[config.mk]
export PLATFORM = sky130hd
export DESIGN_NAME = uart_tx_feeder
export DESIGN_NICKNAME = d
export VERILOG_FILES = /design/src/rtl/uart_pkg.sv /design/src/rtl/uart_sync_fifo.sv /design/src/rtl/uart_tx_feeder.sv
export SDC_FILE = /design/constraint.sdc
export NUM_CORES = 1
export LEC_CHECK = 0
export BUFFER_PORTS_ARGS = -buffer_cell sky130_fd_sc_hd__buf_2
export CORE_ASPECT_RATIO = 1.4
export CORE_MARGIN = 1
export CORE_UTILIZATION = 60
export DETAILED_ROUTE_END_ITERATION = 6
export HOLD_SLACK_MARGIN = 0.02
export PLACE_DENSITY = 0.85
export RECOVER_POWER = 50
export SYNTH_ARGS = -nofsm -noshare
export SYNTH_HDL_FRONTEND = slang
export SYNTH_HIERARCHICAL = 1
export SYNTH_SLANG_ARGS = --single-unit
[constraint.sdc]
create_clock -name clk -period 4.3 [get_ports clk]
set_input_delay 0 -clock clk [delete_from_list [all_inputs] [get_ports clk]]
set_output_delay 0 -clock clk [all_outputs]
set_load 0.01 [all_outputs]
[src/rtl/uart_pkg.sv]
// Shared types and constants for the UART transmit path.
package uart_pkg;

  localparam int UART_DATA_WIDTH = 8;
  localparam int FRAME_CNT_WIDTH = 16;

  typedef enum logic [1:0] {
    IDLE      = 2'd0,
    LAUNCH    = 2'd1,
    WAIT_BUSY = 2'd2,
    WAIT_DONE = 2'd3
  } feeder_state_t;

endpackage

[src/rtl/uart_sync_fifo.sv]
// Single-clock byte FIFO with occupancy count and registered read data.
module uart_sync_fifo
  import uart_pkg::*;
#(
  parameter int DATA_WIDTH = UART_DATA_WIDTH,
  parameter int DEPTH      = 16,
  localparam int ADDR_WIDTH = $clog2(DEPTH)
) (
  input  logic                  clk,
  input  logic                  reset,
  input  logic                  wr_en,
  input  logic [DATA_WIDTH-1:0] wr_data,
  input  logic                  rd_en,
  output logic [DATA_WIDTH-1:0] rd_data,
  output logic [ADDR_WIDTH:0]   count,
  output logic                  full,
  output logic                  empty
);

  logic [DATA_WIDTH-1:0] mem [DEPTH];
  logic [ADDR_WIDTH-1:0] wr_ptr;
  logic [ADDR_WIDTH-1:0] rd_ptr;
  logic                  do_wr;
  logic                  do_rd;

  assign full  = (count == (ADDR_WIDTH + 1)'(DEPTH));
  assign empty = (count == '0);
  assign do_wr = wr_en && !full;
  assign do_rd = rd_en && !empty;

  always_ff @(posedge clk) begin
    if (do_wr) begin
      mem[wr_ptr] <= wr_data;
    end
  end

  // Pointers wrap naturally since DEPTH is a power of two.
  always_ff @(posedge clk) begin
    if (reset) begin
      wr_ptr  <= '0;
      rd_ptr  <= '0;
      count   <= '0;
      rd_data <= '0;
    end else begin
      if (do_wr) begin
        wr_ptr <= wr_ptr + ADDR_WIDTH'(1);
      end
      if (do_rd) begin
        rd_ptr  <= rd_ptr + ADDR_WIDTH'(1);
        rd_data <= mem[rd_ptr];
      end
      case ({do_wr, do_rd})
        2'b10:   count <= count + (ADDR_WIDTH + 1)'(1);
        2'b01:   count <= count - (ADDR_WIDTH + 1)'(1);
        default: ;
      endcase
    end
  end

endmodule

[src/rtl/uart_tx_feeder.sv]
// Buffers producer bytes and launches them one at a time into the UART Tx.
// state     | meaning
// IDLE      | waiting for a queued byte and an idle Tx
// LAUNCH    | byte just popped onto tx_data, enable pulse being issued
// WAIT_BUSY | waiting for Tx to raise busy, bounded by BUSY_TIMEOUT
// WAIT_DONE | frame on the line, waiting for busy to drop
module uart_tx_feeder
  import uart_pkg::*;
#(
  parameter int DATA_WIDTH   = UART_DATA_WIDTH,
  parameter int DEPTH        = 16,
  parameter int BUSY_TIMEOUT = 15,
  localparam int ADDR_WIDTH  = $clog2(DEPTH)
) (
  input  logic                       clk,
  input  logic                       reset,
  input  logic                       s_valid,
  input  logic [DATA_WIDTH-1:0]      s_data,
  output logic                       s_ready,
  output logic                       tx_enable,
  output logic [DATA_WIDTH-1:0]      tx_data,
  input  logic                       tx_busy,
  output logic [ADDR_WIDTH:0]        fifo_count,
  output logic [FRAME_CNT_WIDTH-1:0] frames_sent,
  output logic                       launch_timeout
);

  localparam int TO_WIDTH = $clog2(BUSY_TIMEOUT + 1);

  feeder_state_t              state;
  feeder_state_t              state_next;
  logic                       fifo_full;
  logic                       fifo_empty;
  logic                       push;
  logic                       pop;
  logic                       launch_now;
  logic                       timeout_now;
  logic                       frame_done;
  logic                       tx_enable_q;
  logic [TO_WIDTH-1:0]        to_cnt;
  logic [FRAME_CNT_WIDTH-1:0] frames_cnt;

  assign s_ready = !fifo_full;
  assign push    = s_valid && s_ready;
  assign pop     = (state == IDLE) && !fifo_empty && !tx_busy;

  // The FIFO's registered read port is the held tx_data.
  uart_sync_fifo #(
    .DATA_WIDTH(DATA_WIDTH),
    .DEPTH     (DEPTH)
  ) u_fifo (
    .clk    (clk),
    .reset  (reset),
    .wr_en  (push),
    .wr_data(s_data),
    .rd_en  (pop),
    .rd_data(tx_data),
    .count  (fifo_count),
    .full   (fifo_full),
    .empty  (fifo_empty)
  );

  always_ff @(posedge clk) begin
    if (reset) begin
      state <= IDLE;
    end else begin
      state <= state_next;
    end
  end

  always_comb begin
    state_next = state;
    case (state)
      IDLE:      if (pop) state_next = LAUNCH;
      LAUNCH:    state_next = WAIT_BUSY;
      WAIT_BUSY: begin
        if (tx_busy) begin
          state_next = WAIT_DONE;
        end else if (to_cnt == TO_WIDTH'(1)) begin
          state_next = IDLE;
        end
      end
      WAIT_DONE: if (!tx_busy) state_next = IDLE;
      default:   state_next = IDLE;
    endcase
  end

  always_comb begin
    launch_now  = (state == LAUNCH);
    timeout_now = (state == WAIT_BUSY) && !tx_busy && (to_cnt == TO_WIDTH'(1));
    frame_done  = (state == WAIT_DONE) && !tx_busy;
  end

  // Timeout is a down-counter loaded on launch; expiry is the terminal count of 1.
  always_ff @(posedge clk) begin
    if (reset) begin
      tx_enable_q    <= 1'b0;
      launch_timeout <= 1'b0;
      to_cnt         <= '0;
      frames_cnt     <= '0;
    end else begin
      tx_enable_q    <= launch_now;
      launch_timeout <= timeout_now;
      if (launch_now) begin
        to_cnt <= TO_WIDTH'(BUSY_TIMEOUT);
      end else if ((state == WAIT_BUSY) && !tx_busy && (to_cnt != '0)) begin
        to_cnt <= to_cnt - TO_WIDTH'(1);
      end
      if (frame_done) begin
        frames_cnt <= frames_cnt + FRAME_CNT_WIDTH'(1);
      end
    end
  end

  assign tx_enable   = tx_enable_q && !reset;
  assign frames_sent = frames_cnt;

endmodule

==> metrics.cfg <==
[drt]
detail_route.first_pass.iterations=5
detailedRoute.firstIterationViolations=302
post_drt_wl_per_cell_um=20.7
antenna_violating_nets_post_route=0
drt_drc_violations_left=0
count_of_vias_placed_by_the_detailed_router=4264
detail_route.vias_per_cell=6.15
drt_wl_total_um=14300

[critical_path]
critical_path.endpoint_type=flip-flop
r2r_cells=13
timing.rr.start=u_fifo/count[0]
timing.rr.end=u_fifo/count[4]
timing_worst_setup_path_type=flip-flop to flip-flop
cp_data_required_time_ns=4.60
critical_path.max_fanout=9
critical_path_start_type=flip-flop
worstPathArrival_ns=3.70
worst-r2r-setup-slack_ns=0.91

[cts]
hold_fix_buffer_count_after_cts=9
cts_sinks=173
post-cts-setup-buffers=0
clk_path_buf_depth=2
clk_pin_slew_ns=0.06
tritoncts_clock_tree=built
htree_num_levels=4
post_cts_resized=0
clock-root-buffer=clkbuf_16
insertion_delay_ns=0.42
numCtsBuffers=17

[hold_path]
holdCritStartpoint=s_valid
hold_class=input port to flip-flop
timing.hold.worst_path_depth=6
min_delay_worst_endpoint=u_fifo/wr_ptr[1]

[synthesis]
synth_cell_type_count=49
syn-instance-count=488
ys_seq_elements=173
synth.area.mux_share=0.106
synth-compound-area-share=0.0641
number_of_synthesized_flops_with_an_enable_pin=128
synth_adder_area_share=0.0239
synth_simple_gate_area_frac=0.0906
synthFlopType=edfxtp_1
synthesis.area_mm2=0.00713
synthXorXnorAreaFrac=0.0232
synth_warnings=6
synthesized_net_count=513
sequential_element_share_of_the_synthesized_area=0.666
synth_area_per_cell_um2=14.6
async_flop_share=0
synth_top_family_by_area=multiplexers

[layout]
utilization=0.702
final_net_count=561
diodes_inserted=0
fraction_of_final_layout_cells_sized_beyond_drive_strength_1=0.138
fillerInstances=759
most_frequent_cells_in_the_layout=edfxtp_1 (128), nor2_1 (60), dfxtp_1 (44), clkbuf_1 (39), mux2i_1 (35)
flip_flop_and_latch_area_mm2=0.00475
multiInputGateArea_mm2=0.00219
synthToLayoutAreaGrowth_pct=12.9
mostFrequentLayoutCell=edfxtp_1

[floorplanning]
fp-row-count=46
start_util=0.622
floorplan.die_area_mm2=0.0123
ios=44
placeableCoreArea_mm2=0.0115
die-height_um=131
die_w_um=94.1

[placed_design]
globalplace.congestion=0.871
hpwlAfterDp_um=9320
buffer_ports.inserted=43

[sta]
max_freq_mhz=295
setup_viol_count_final=0
rsz0062_at_grt=no
timing.final.max_slew_violations=51
fin_worst_skew_ns=0.00750
hold_violations=0
final.setup.tns_ns=0
fin_crit_ns=3.39
period_share=0.789
worstMarginPinSlew_ns=2.41
slew_headroom=-0.606

[power]
cell_internal_pwr_mw=3.05
p_comb_frac=0.165
seq_power_share=0.470
post-layout-total-power_mw=4.19
swShare=0.273
max-vdd-ir-drop_uv=414
power.static_leakage_nw=2.55
power.switching_mw=1.14
power.density_cell_area_mw_per_mm2=521
p_clk_frac=0.366

[global_route]
first_global_vias=4311
grt_antenna_before_repair=0
grt_usage=0.253
grt_first_pass_wirelength_um=22200
grt_start_max_net_pins=51
globalRoute.totalOverflow=0

[run_status]
violations=capacitance limit, slew limit
outcome=finished with violations

[flow_run]
max-cap-violations=1

synthesized netlist by cell type (2+ instances only):
cell | number | area share
o22ai_1 | 16 | 0.014
mux2i_1 | 35 | 0.049
nor2b_1 | 9 | 0.0079
nand2_1 | 9 | 0.0047
buf_1 | 2 | 0.0011
a21oi_1 | 17 | 0.012
nand3_1 | 8 | 0.0056
nand2b_1 | 5 | 0.0044
or3_1 | 6 | 0.0053
nor2_1 | 60 | 0.032
or3b_1 | 2 | 0.0025
inv_1 | 14 | 0.0074
a311oi_2 | 8 | 0.017
mux2_2 | 4 | 0.0063
nor3_1 | 10 | 0.0070
buf_6 | 2 | 0.0032
ha_1 | 12 | 0.021
a22oi_1 | 8 | 0.0084
xnor2_1 | 11 | 0.014
o21ai_0 | 6 | 0.0042
xor2_1 | 6 | 0.0074
nor3b_1 | 2 | 0.0021
dfxtp_1 | 45 | 0.13
edfxtp_1 | 128 | 0.54
clkbuf_1 | 10 | 0.0053
mux4_2 | 16 | 0.051
nand4_1 | 5 | 0.0044
nor4_1 | 4 | 0.0035
buf_2 | 8 | 0.0056
cell type report:
cell class | count | area share
clock buffers | 17 | 0.0529
clock inverters | 15 | 0.0218
inverters | 14 | 0.00653
multi-input cells | 276 | 0.273
flip-flops and latches | 173 | 0.590
well taps | 144 | 0.0224
repair buffers | 54 | 0.0338
critical path, stage by stage (launching register included):
cell	delay, ns
dfxtp_1	0.37
nor4_1	0.54
and2_1	0.23
nor2b_1	0.06
a21boi_2	0.21
inv_1	0.10
ha_1	0.26
inv_1	0.11
fa_1	0.38
nor2b_1	0.15
o21ai_0	0.14
nand3_1	0.10
or3b_1	0.35
mux2_2	0.28
cells by family (layout without fill, tap and decap cells):
group	Yosys count	after routing
buf+inv	39	100
compound gates	61	61
flops	173	173
fa+ha+maj	13	13
mux	55	55
simple gates	129	129
xor+xnor	18	18
worst max-delay path by stage:
stage / from / to / slack, ns / cells past startpoint
2_1_floorplan: u_fifo/count[0] / u_fifo/count[4] / 1.31 / 12
3_3_place_gp: u_fifo/count[0] / u_fifo/count[4] / 1.15 / 12
3_5_place_dp: u_fifo/count[0] / u_fifo/count[4] / 1.0 / 13
4_1_cts: u_fifo/count[0] / u_fifo/count[4] / 0.96 / 13
5_1_grt: u_fifo/count[0] / u_fifo/count[4] / 0.65 / 13
6_report: u_fifo/count[0] / u_fifo/count[4] / 0.91 / 13
layer usage:
metal  track usage  share of wire  vias up
met5             0              0        -
met4         0.111          0.027        0
met3        0.0492          0.058       26
met2         0.467           0.55      167
met1         0.283           0.36     2144
li1              -              -     1927
registers in the layout (all words and copies together), names as in the netlist:
signal          cells
u_fifo/mem        128
frames_sent        16
u_fifo/rd_data      8
u_fifo/count        5
to_cnt              4
u_fifo/rd_ptr       4
u_fifo/wr_ptr       4
state               2
launch_timeout      1
tx_enable_q         1
metrics by stage:
step	instances	cell area [um2]	worst slack, ns	hold WS, ns
6_report	693	8040	0.906	0.289
3_5_place_dp	652	7400	0.998	0.338
4_1_cts	693	8090	0.959	0.225
3_3_place_gp	652	7400	1.15	0.299
5_1_grt	693	8040	0.653	0.318
2_1_floorplan	488	7130	1.31	0.0989
power by group through the flow:
stage / combinational [mW] / clock [mW] / sequential (mW)
final: 0.691 / 1.53 / 1.97
after global routing: 0.748 / 1.62 / 1.98
after CTS: 0.704 / 1.55 / 1.96
after detailed placement: 0.691 / 0 / 2.00
after global placement: 0.662 / 0 / 1.99
after floorplan: 0.501 / 0 / 2.00
No activity file was read; power rests on OpenSTA's default activity.
